## config.mk

```make
export PLATFORM = sky130hd
export DESIGN_NAME = seq_divider_flat
export DESIGN_NICKNAME = d
export VERILOG_FILES = /design/src/rtl/div_pkg.sv /design/src/rtl/seq_divider_if.sv /design/src/rtl/div_step.sv /design/src/rtl/seq_divider.sv /design/src/flat_wrapper.sv
export SDC_FILE = /design/constraint.sdc
export NUM_CORES = 1
export LEC_CHECK = 0
export ABC_AREA = 1
export CAP_MARGIN = 20
export CORE_MARGIN = 5
export CORE_UTILIZATION = 57
export CTS_BUF_LIST = sky130_fd_sc_hd__clkbuf_4
export CTS_CLUSTER_SIZE = 16
export DETAILED_ROUTE_END_ITERATION = 10
export PLACE_DENSITY = 0.9
export SLEW_MARGIN = 20
export SYNTH_ARGS = -nofsm -noshare
export SYNTH_HDL_FRONTEND = slang
export SYNTH_SLANG_ARGS = --single-unit
```

## constraint.sdc

```tcl
create_clock -name clk -period 3.35 [get_ports clk]
set_input_delay 0.8375 -clock clk [delete_from_list [all_inputs] [get_ports clk]]
set_output_delay 0.8375 -clock clk [all_outputs]
set_load 0.03 [all_outputs]
```

## src/rtl/div_pkg.sv

```systemverilog
`default_nettype none
// ============================================================================
// Module   : div_pkg
// Purpose  : Shared types and constants for the sequential divider.
// Revision : 1.0
// ============================================================================
package div_pkg;

    localparam int DIV_WIDTH = 16;

    function automatic int div_cnt_width(input int w);
        return (w > 1) ? $clog2(w) : 1;
    endfunction

    localparam int DIV_CNT_W = div_cnt_width(DIV_WIDTH);

    typedef enum logic [1:0] {
        ST_IDLE  = 2'd0,
        ST_CALC  = 2'd1,
        ST_ROUND = 2'd2,
        ST_DONE  = 2'd3
    } div_state_t;

endpackage
`default_nettype wire

```

## src/rtl/seq_divider_if.sv

```systemverilog
`default_nettype none
// ============================================================================
// Module   : seq_divider_if
// Purpose  : Request/response bundle between a divider client and the divider.
// Revision : 1.0
// ============================================================================
interface seq_divider_if
    import div_pkg::*;
#(
    parameter int WIDTH = DIV_WIDTH
) ();

    logic             start;
    logic [WIDTH-1:0] dividend;
    logic [WIDTH-1:0] divisor;
    logic [WIDTH-1:0] result;
    logic [WIDTH-1:0] remainder;
    logic             Busy;
    logic             Ready;
    logic             div_zero;

    modport master (
        output start, dividend, divisor,
        input  result, remainder, Busy, Ready, div_zero
    );

    modport slave (
        input  start, dividend, divisor,
        output result, remainder, Busy, Ready, div_zero
    );

endinterface
`default_nettype wire

```

## src/rtl/div_step.sv

```systemverilog
`default_nettype none
// ============================================================================
// Module   : div_step
// Purpose  : One restoring shift-subtract step on a WIDTH+1-bit partial remainder.
// Revision : 1.0
// ============================================================================
module div_step
    import div_pkg::*;
#(
    parameter int WIDTH = DIV_WIDTH
) (
    input  wire logic [WIDTH-1:0] rem_in,
    input  wire logic             bit_in,
    input  wire logic [WIDTH-1:0] divisor,
    output logic      [WIDTH-1:0] rem_out,
    output logic                  q_bit
);

    logic [WIDTH:0] w_trial;
    logic [WIDTH:0] w_diff;

    assign w_trial = {rem_in, bit_in};
    assign w_diff  = w_trial - {1'b0, divisor};

    // rem_in < divisor keeps a successful subtraction below 2^WIDTH, so the
    // top bit of the difference is exactly the borrow.
    assign q_bit   = ~w_diff[WIDTH];
    assign rem_out = q_bit ? w_diff[WIDTH-1:0] : w_trial[WIDTH-1:0];

endmodule
`default_nettype wire

```

## src/rtl/seq_divider.sv

```systemverilog
`default_nettype none
// ============================================================================
// Module   : seq_divider
// Purpose  : Unsigned restoring divider, one quotient bit per cycle, MSB first.
//            Define DIV_ROUND_EN to add a round-to-nearest cycle before DONE.
// Revision : 1.0
// ============================================================================
module seq_divider
    import div_pkg::*;
#(
    parameter int WIDTH = DIV_WIDTH
) (
    input  wire logic      clk,
    input  wire logic      rst,
    seq_divider_if.slave   bus
);

    localparam int CNT_W = div_cnt_width(WIDTH);

    div_state_t       r_state;
    div_state_t       w_next;
    logic [CNT_W-1:0] r_cnt;
    logic [WIDTH-1:0] r_dividend;
    logic [WIDTH-1:0] r_divisor;
    logic [WIDTH-1:0] r_quot;
    logic [WIDTH-1:0] r_rem;
    logic [WIDTH-1:0] r_result;
    logic [WIDTH-1:0] r_remainder;
    logic             r_div_zero;

    logic [CNT_W-1:0] w_bit_idx;
    logic             w_last;
    logic [WIDTH-1:0] w_rem;
    logic             w_qbit;
    logic [WIDTH-1:0] w_quot_step;
    logic             w_dz;
    logic             w_load;
    logic [WIDTH-1:0] w_fin_quot;
    logic [WIDTH-1:0] w_fin_rem;

    assign w_bit_idx   = CNT_W'(WIDTH - 1) - r_cnt;
    assign w_last      = (r_cnt == CNT_W'(WIDTH - 1));
    assign w_quot_step = {r_quot[WIDTH-2:0], w_qbit};
    assign w_dz        = (r_divisor == '0);

    div_step #(
        .WIDTH (WIDTH)
    ) u_step (
        .rem_in  (r_rem),
        .bit_in  (r_dividend[w_bit_idx]),
        .divisor (r_divisor),
        .rem_out (w_rem),
        .q_bit   (w_qbit)
    );

`ifdef DIV_ROUND_EN
    logic             w_round_up;
    logic [WIDTH-1:0] w_quot_rnd;

    // Compare 2*remainder against the divisor without losing the carry bit.
    assign w_round_up = ({r_rem, 1'b0} >= {1'b0, r_divisor});
    assign w_quot_rnd = (!w_dz && w_round_up && (r_quot != '1)) ? r_quot + 1'b1 : r_quot;
    assign w_load     = (r_state == ST_ROUND);
    assign w_fin_quot = w_quot_rnd;
    assign w_fin_rem  = r_rem;
`else
    assign w_load     = (r_state == ST_CALC) && w_last;
    assign w_fin_quot = w_quot_step;
    assign w_fin_rem  = w_rem;
`endif

    always_ff @(posedge clk) begin
        if (rst) begin
            r_state <= ST_IDLE;
        end else begin
            r_state <= w_next;
        end
    end

    always_comb begin
        w_next = r_state;
        case (r_state)
            ST_IDLE: begin
                if (bus.start) begin
                    w_next = ST_CALC;
                end
            end
            ST_CALC: begin
                if (w_last) begin
`ifdef DIV_ROUND_EN
                    w_next = ST_ROUND;
`else
                    w_next = ST_DONE;
`endif
                end
            end
            ST_ROUND: w_next = ST_DONE;
            ST_DONE:  w_next = ST_IDLE;
            default:  w_next = ST_IDLE;
        endcase
    end

    always_comb begin
        bus.Busy  = (r_state == ST_CALC) || (r_state == ST_ROUND);
        bus.Ready = (r_state == ST_DONE);
    end

    always_ff @(posedge clk) begin
        if (rst) begin
            r_cnt      <= '0;
            r_dividend <= '0;
            r_divisor  <= '0;
            r_quot     <= '0;
            r_rem      <= '0;
        end else if ((r_state == ST_IDLE) && bus.start) begin
            r_cnt      <= '0;
            r_dividend <= bus.dividend;
            r_divisor  <= bus.divisor;
            r_quot     <= '0;
            r_rem      <= '0;
        end else if (r_state == ST_CALC) begin
            r_cnt  <= w_last ? '0 : r_cnt + 1'b1;
            r_quot <= w_quot_step;
            r_rem  <= w_rem;
        end
    end

    // Result registers update only on entry to DONE and hold until the next one.
    always_ff @(posedge clk) begin
        if (rst) begin
            r_result    <= '0;
            r_remainder <= '0;
            r_div_zero  <= 1'b0;
        end else if (w_load) begin
            r_result    <= w_dz ? '1 : w_fin_quot;
            r_remainder <= w_dz ? r_dividend : w_fin_rem;
            r_div_zero  <= w_dz;
        end
    end

    assign bus.result    = r_result;
    assign bus.remainder = r_remainder;
    assign bus.div_zero  = r_div_zero;

endmodule
`default_nettype wire

```

## src/flat_wrapper.sv

```systemverilog
// flat-port wrapper written by rule: the top's interface ports become plain ports
module seq_divider_flat import div_pkg::*;
#(
    parameter int WIDTH = DIV_WIDTH
)
  (clk, rst, bus_start, bus_dividend, bus_divisor, bus_result, bus_remainder, bus_Busy, bus_Ready, bus_div_zero);
  seq_divider_if #(.WIDTH(WIDTH)) bus_i ();
  input  wire logic clk;
  input  wire logic rst;
  input wire logic [$bits(bus_i.start)-1:0] bus_start;
  input wire logic [$bits(bus_i.dividend)-1:0] bus_dividend;
  input wire logic [$bits(bus_i.divisor)-1:0] bus_divisor;
  output wire logic [$bits(bus_i.result)-1:0] bus_result;
  output wire logic [$bits(bus_i.remainder)-1:0] bus_remainder;
  output wire logic [$bits(bus_i.Busy)-1:0] bus_Busy;
  output wire logic [$bits(bus_i.Ready)-1:0] bus_Ready;
  output wire logic [$bits(bus_i.div_zero)-1:0] bus_div_zero;
  assign bus_i.start = bus_start;
  assign bus_i.dividend = bus_dividend;
  assign bus_i.divisor = bus_divisor;
  assign bus_result = bus_i.result;
  assign bus_remainder = bus_i.remainder;
  assign bus_Busy = bus_i.Busy;
  assign bus_Ready = bus_i.Ready;
  assign bus_div_zero = bus_i.div_zero;
  seq_divider #(.WIDTH(WIDTH)) u_core (.clk(clk), .rst(rst), .bus(bus_i));
endmodule
```

==> results.py <==
metrics = {
    "pwr": {
        "total_power_w": 0.00618,
        "cellLeakagePower_nw": 2.84,
        "vdd_drop_max_mv": 0.713,
        "cellPowerDensity_mw_per_mm2": 976,
    },
    "clock_network": {
        "cts_sinks": 102,
        "clkTransAtPathRegs_ns": 0.18,
        "cts_buffers": 9,
        "clockBufferDepth": 2,
        "clk_latency_ns": 0.48,
        "cts_tree": "built",
        "cts-root-buf": "clkbuf_4",
        "htreeDepth": 3,
        "holdBufCountCts": 0,
    },
    "logic_synthesis": {
        "synth_edf_count": 0,
        "synth_compound_area_share_pct": 16.7,
        "yosysTopAreaCell": "dfxtp_1",
        "synthArstFlopShare_pct": 0,
        "synth_cell_types": 33,
        "yosys.area_share.adder_pct": 5.25,
        "synth_top_cell_area_share_pct": 37.9,
        "ys_seq_area_share_pct": 37.9,
        "synthMuxAreaShare_pct": 0,
        "yosys.area_share.simple_pct": 27.9,
        "synthXorXnorAreaFrac_pct": 1.14,
        "synth_top_family_by_area": "simple AND/OR/NAND/NOR gates",
        "synth.avg_cell_area_um2": 6.95,
        "ys.flop_type": "dfxtp_1",
        "ys_warn_count": 0,
        "yosysMostFrequentCell": "nand2_1",
        "netlist_top_cells_area": "dfxtp_1 38%, nand2_1 15%, inv_1 7.4%",
        "syn_area_mm2": 0.00538,
        "synth_nets": 832,
        "synthTopCellsByCount": "215 x nand2_1, 106 x inv_1, 102 x dfxtp_1, 75 x a21oi_1, 53 x nor2_1",
        "postSynthCellCount": 775,
        "ys_seq_elements": 102,
    },
    "placement": {
        "port_buffers": 69,
        "place_ws_ns": 0.100,
        "gp_congestion": 0.922,
        "dp_hpwl_mm": 10.4,
        "placed_cell_area_mm2": 0.00611,
    },
    "worst_setup_path": {
        "crit_top_cell": "nand2_1",
        "worst_setup_path_start_kind": "flop",
        "reg2reg_from": "u_core.r_cnt[0]",
        "crit_path_cell_trace": "inv_4 > nand2_1 > nand2_1 > nand2_1 > nand3_1 > nand2_1 > o21ai_0 > inv_1 > ha_1 > fa_1 > inv_1 > nand2_1 > nand2_1 > nand3_1 > nand2_2 > nand2_2 > nand2_2 > nand2_1 > nand2_4 > nand2_1 > nand2_1 > nand2_1 > nand2_1 > inv_1",
        "cpMaxStageDelayCell": "dfxtp_2",
        "critPathKind": "flop to flop",
        "worst_ep_required_time_ns": 3.73,
        "max_stage_delay_ns": 0.43,
        "arrival_ns": 3.47,
        "crit_path_end_kind": "flop",
        "worst-path-max-fanout": 17,
        "worstSetupStartpoint": "u_core.r_cnt[0]",
    },
    "sta": {
        "setup_ws_ns": 0.255,
        "finalHoldViolCount": 0,
        "fmax_mhz": 323,
        "fin_crit_sh_pct": 92.4,
        "slew_viol_final": 0,
        "finClkSkew_ns": 0.0290,
        "setup_viol": 0,
        "tightestPinTransition_ns": 0.654,
        "fin_setup_tns_ns": 0,
        "period_minus_slack_ns": 3.09,
        "relSlewSlack_pct": 56.4,
    },
    "floorplanning": {
        "rows": 35,
        "start_util_pct": 58.3,
        "die_w_um": 107,
        "dieHeight_um": 107,
        "dieArea_mm2": 0.0115,
        "coreArea_mm2": 0.00924,
        "io_pins": 70,
    },
    "routing": {
        "num_vias": 5270,
        "antenna_left": 0,
        "viasPerCell": 5.45,
        "first_pass_iters": 5,
        "wirelength_mm": 14.1,
        "drc": 0,
        "first_iter_violations": 367,
        "wl_per_cell_um": 14.6,
    },
    "cells_and_area": {
        "drive_above_1_share_pct": 8.95,
        "nets": 890,
        "nFillCells": 755,
        "diodes": 0,
        "design_area_mm2": 0.00633,
        "syn_to_final_growth_pct": 17.6,
    },
    "global_route": {
        "grt_start_max_net_pins": 52,
        "grt_use_met3_pct": 4.64,
        "grt_pass1_vias": 5055,
        "antenna_found_initial": 0,
        "grt_usage_pct": 25.1,
        "grt_pass1_wl_mm": 23.5,
        "grt-ovfl-total": 0,
        "use_met2_pct": 42.2,
        "use_met1_pct": 31.7,
        "busiest_layer": "met2",
    },
    "run": {
        "maxCapViolations": 0,
    },
    "worst_hold_path": {
        "min-delay-start": "u_core.r_quot[0]",
        "hold_class": "flop to flop",
    },
    "outcome": {
        "status": "complete, no violations",
    },
}
[per-stage QoR]
stage / util (%) / instances / hold WS, ns
2_1_floorplan: - / 775 / 0.436
3_3_place_gp: 66.2 / 946 / 0.448
3_5_place_dp: 66.2 / 946 / 0.454
4_1_cts: 68.0 / 962 / 0.480
5_1_grt: 68.5 / 967 / 0.500
6_report: 68.5 / 967 / 0.475
[layer usage]
metal  vias up  part of all wire [%]
li1       2597                     -
met1      2426                    43
met2       206                    48
met3        41                   6.0
met4         0                   2.7
met5         -                     0
[state kept, by name, summed over array words and instances, names as in the netlist]
register / cells
u_core.bus.remainder: 16
u_core.bus.result: 16
u_core.r_dividend: 16
u_core.r_divisor: 16
u_core.r_rem: 16
u_core.r_quot: 15
u_core.r_cnt: 4
u_core.r_state: 2
u_core.bus.div_zero: 1
[cell families after synthesis]
kind of cell,count (synthesis)
AOI/OAI and AO/OA,151
and+or+nand+nor,347
adders and majority gates,22
buffers and inverters,146
DFF,102
xor gates and xnor gates,7
[layout by cell type, fill, tap and decap left out, types with 17 or more instances in the layout]
cell,n
nand2_1,215
inv_1,105
dfxtp_1,100
a21oi_1,75
clkdlybuf4s50_1,69
nor2_1,53
o21ai_0,41
nand3_1,36
ha_1,21
nand2_2,18
a22oi_1,17
[worst max-delay path, delay by kind of cell (launching register included)]
family | cells | cell delay (ns)
flops | 1 | 0.43
fa+ha+maj | 2 | 0.62
compound gates | 1 | 0.16
buf+inv | 4 | 0.38
simple gates | 17 | 1.41
[final timing paths]
kind	end	slack, ns	cells after the start
worst min-delay path	u_core.r_quot[1]	0.47	2
worst min register to register	u_core.r_quot[1]	0.47	2
worst max-delay path	u_core.r_rem[2]	0.26	24
worst max register to register	u_core.r_rem[2]	0.26	24
[power breakdown]
part / total (W) / internal [W] / switching, W
Clock: 0.000696 / 0.000193 / 0.000503
Combinational: 0.00391 / 0.00135 / 0.00256
Sequential: 0.00157 / 0.00141 / 0.000161
Total: 0.00618 / 0.00295 / 0.00323
[final cells by class]
class | count | area (um2) | area share, %
Clock buffer | 9 | 67.6 | 1.07
Clock inverter | 7 | 98.8 | 1.56
Inverter | 111 | 419 | 6.62
Multi-Input combinational cell | 527 | 2750 | 43.5
Sequential cell | 102 | 2040 | 32.3
Tap cell | 129 | 161 | 2.55
Timing Repair Buffer | 82 | 788 | 12.5
[repair_timing]
action                     CTS  global route
setup endpoints to repair    0            34
resized for setup            0             5
buffers inserted             0             5
Power figures use the tool's default switching activity.
==> patch: new RTL, same settings <==
Change the package constant `DIV_WIDTH` from 16 to 20.
--- a/src/rtl/div_pkg.sv
+++ b/src/rtl/div_pkg.sv
@@ -6,7 +6,7 @@
 // ============================================================================
 package div_pkg;
 
-    localparam int DIV_WIDTH = 16;
+    localparam int DIV_WIDTH = 20;
 
     function automatic int div_cnt_width(input int w);
         return (w > 1) ? $clog2(w) : 1;
Ports: changed (resized bus_dividend, bus_divisor, bus_remainder and bus_result); port bits go from 70 to 86. The function was not compared with the original's and may differ.
==> patch against the unedited design <==
Wire length increased by 31%; worst setup slack better by 0.0095 ns; area after synthesis increased by 28%; sequential cell count up 25; hold slack gained 0.0043 ns; final cell count up 35%; final area grew 29%; synthesized cell count increased by 38%; total power grew 25%; largest cell class unchanged; largest power group unchanged; highest routed layer unchanged.
==> patch: results (changes against the unedited design) <==
* Worst-Margin Slew at 0.808 ns (was 0.654 ns)
* Status: finished clean (unchanged)
* Leakage at 0.00375 uW (was 0.00284 uW)
* Initial DRT Pass Iterations at 9 (was 5)
* Clock transition at path regs at 0.13 ns (was 0.18 ns)
* Post-synthesis xor/xnor area fraction at 1.14% (about the same)
* Switching Share at 52.8% (was 52.2%)
* Net count, final at 1219 (was 890)
* Layout Skew at 0.0198 ns (was 0.0290 ns)
* IO buf count at 85 (was 69)
* Mux contribution to synthesized area at 0% (unchanged)
* Async set-reset flop share out of synthesis at 0% (unchanged)
* Worst-skew pair later-pin latency at 0.55 ns (was 0.48 ns)
* Initial antenna violation count at 0 (unchanged)
* HP Class: flop to flop (unchanged)
* Yosys cell types at 32 (was 33)
* H-tree Lvls at 4 (was 3)
* Compound-Gate Fraction of Synth Area at 14.3% (was 16.7%)
* RePlAce Congestion at 0.971 (was 0.922)
* CTS buffer count at 17 (was 9)
* Post-synthesis sequential area ratio at 36.9% (was 37.9%)
* CTS root buf: clkbuf_4 (unchanged)
* GRT Total Usage at 25.4% (was 25.1%)
* VDD IR max at 0.448 mV (was 0.713 mV)
* Share of cells above drive strength 1 at 7.32% (was 8.95%)
* Top_reg_cell synth: dfxtp_1 (unchanged)
* Synth area leaders: dfxtp_1 (37%), nand2_1 (14%), inv_1 (9.0%) (was dfxtp_1 (38%), nand2_1 (15%), inv_1 (7.4%))
* DR vias/cell at 5.35 (was 5.45)
* Initial DRC count at 630 (was 367)
* Vias in the first global route at 6429 (was 5055)
* Synth warnings at 0 (unchanged)
* Routed WL at 18.5 mm (was 14.1 mm)
* Synth top cells by count: nand2_1 (252), inv_1 (166), dfxtp_1 (127), nor2_1 (126), a21oi_1 (119) (was nand2_1 (215), inv_1 (106), dfxtp_1 (102), a21oi_1 (75), nor2_1 (53))
* R2r setup slk at 0.26 ns
* Largest net degree at the start of global routing at 80 (was 52)
* Crit-path max FO at 14 (was 17)
* DPL Wire Length at 13.7 mm (was 10.4 mm)
* Non-Filler Instances at 1308 (was 967)
* Post-Synth Adder-Cell Area at 5.19% (was 5.25%)
* Number of antenna diodes at 0 (unchanged)
* Syn Inst Count at 1069 (was 775)
* First-pass GRT wire length at 29.8 mm (was 23.5 mm)
* Clk buf depth at 2 (unchanged)
* WP data arrival at 3.56 ns (was 3.47 ns)
## patch: per-layer routing
metal | global-route usage [%] | vias to the layer above | share of wire (%) | routed length, um
met5 | 0 | - | 0 | 0
li1 | - | 3513 | - | -
met4 | 10.3 | 0 | 2.7 | 507
met2 | 41.4 | 288 | 46 | 8540
met1 | 31.8 | 3150 | 43 | 8020
met3 | 6.64 | 46 | 7.9 | 1460
## patch: metrics by stage
step | area [um^2] | hold slack, ns | utilization, % | setup WS (ns) | power [uW]
global route | 8160 | 0.492 | 68.5 | 0.0300 | 8370
global placement | 7880 | 0.451 | 66.1 | 0.303 | 6470
finish | 8160 | 0.479 | 68.5 | 0.265 | 7710
floorplan | 6900 | 0.436 | - | 0.503 | 5560
CTS | 8120 | 0.476 | 68.2 | 0.153 | 7520
detailed placement | 7880 | 0.453 | 66.1 | 0.222 | 6570
## patch: critical path, cell delays in order, from the launching register on
cell and delay, ns:
dfxtp_2 0.41, inv_1 0.11, ha_1 0.23, nand2_1 0.10
inv_1 0.07, nor2_1 0.12, nand2_1 0.07, nand2_1 0.10
ha_1 0.15, inv_1 0.06, fa_1 0.42, nand3_1 0.09
nand3_1 0.11, nand2_2 0.16, nand3_2 0.14, nand2_4 0.19
nand2_8 0.13, nand2_1 0.11, nand3_1 0.10, a21oi_1 0.14
## patch: what timing repair did
action / CTS / global route
hold buffers: 0 / 0
buffers inserted: 0 / 0
resized for setup: 0 / 6
endpoints found under the setup margin: 0 / 41
## patch: cells by family (layout without fill, tap and decap cells)
family	Yosys count	count (layout)
DFF	127	127
and+or+nand+nor	497	497
buffers and inverters	215	307
xor gates and xnor gates	9	9
AOI/OAI and AO/OA	193	193
adders and majority gates	28	28
## patch: final timing paths
kind	to	startpoint	cells after the start
worst max register to register	u_core.bus.remainder[2]$_SDFFE_PP0P_	u_core.r_cnt[2]$_SDFFE_PP0P_	19
worst max-delay path	u_core.bus.remainder[2]$_SDFFE_PP0P_	u_core.r_cnt[2]$_SDFFE_PP0P_	19
worst min register to register	u_core.r_quot[1]$_SDFFE_PP0P_	u_core.r_quot[0]$_SDFFE_PP0P_	2
worst min-delay path	u_core.r_quot[1]$_SDFFE_PP0P_	u_core.r_quot[0]$_SDFFE_PP0P_	2
## patch: power groups by stage
stage | sequential [uW] | combinational (uW) | clock, uW
2_1_floorplan | 1880 | 3680 | 0
3_3_place_gp | 1930 | 4540 | 0
3_5_place_dp | 1930 | 4640 | 0
4_1_cts | 1900 | 4680 | 948
5_1_grt | 1920 | 5420 | 1030
6_report | 1910 | 4860 | 944
## patch: final cells by class
class                           count  area (um^2)
Clock buffer                       18          135
Inverter                          173          649
Fill cell                        1023         3750
Multi-Input combinational cell    727         3560
Sequential cell                   127         2540
Clock inverter                     14          109
Tap cell                          147          184
Timing Repair Buffer              102          978
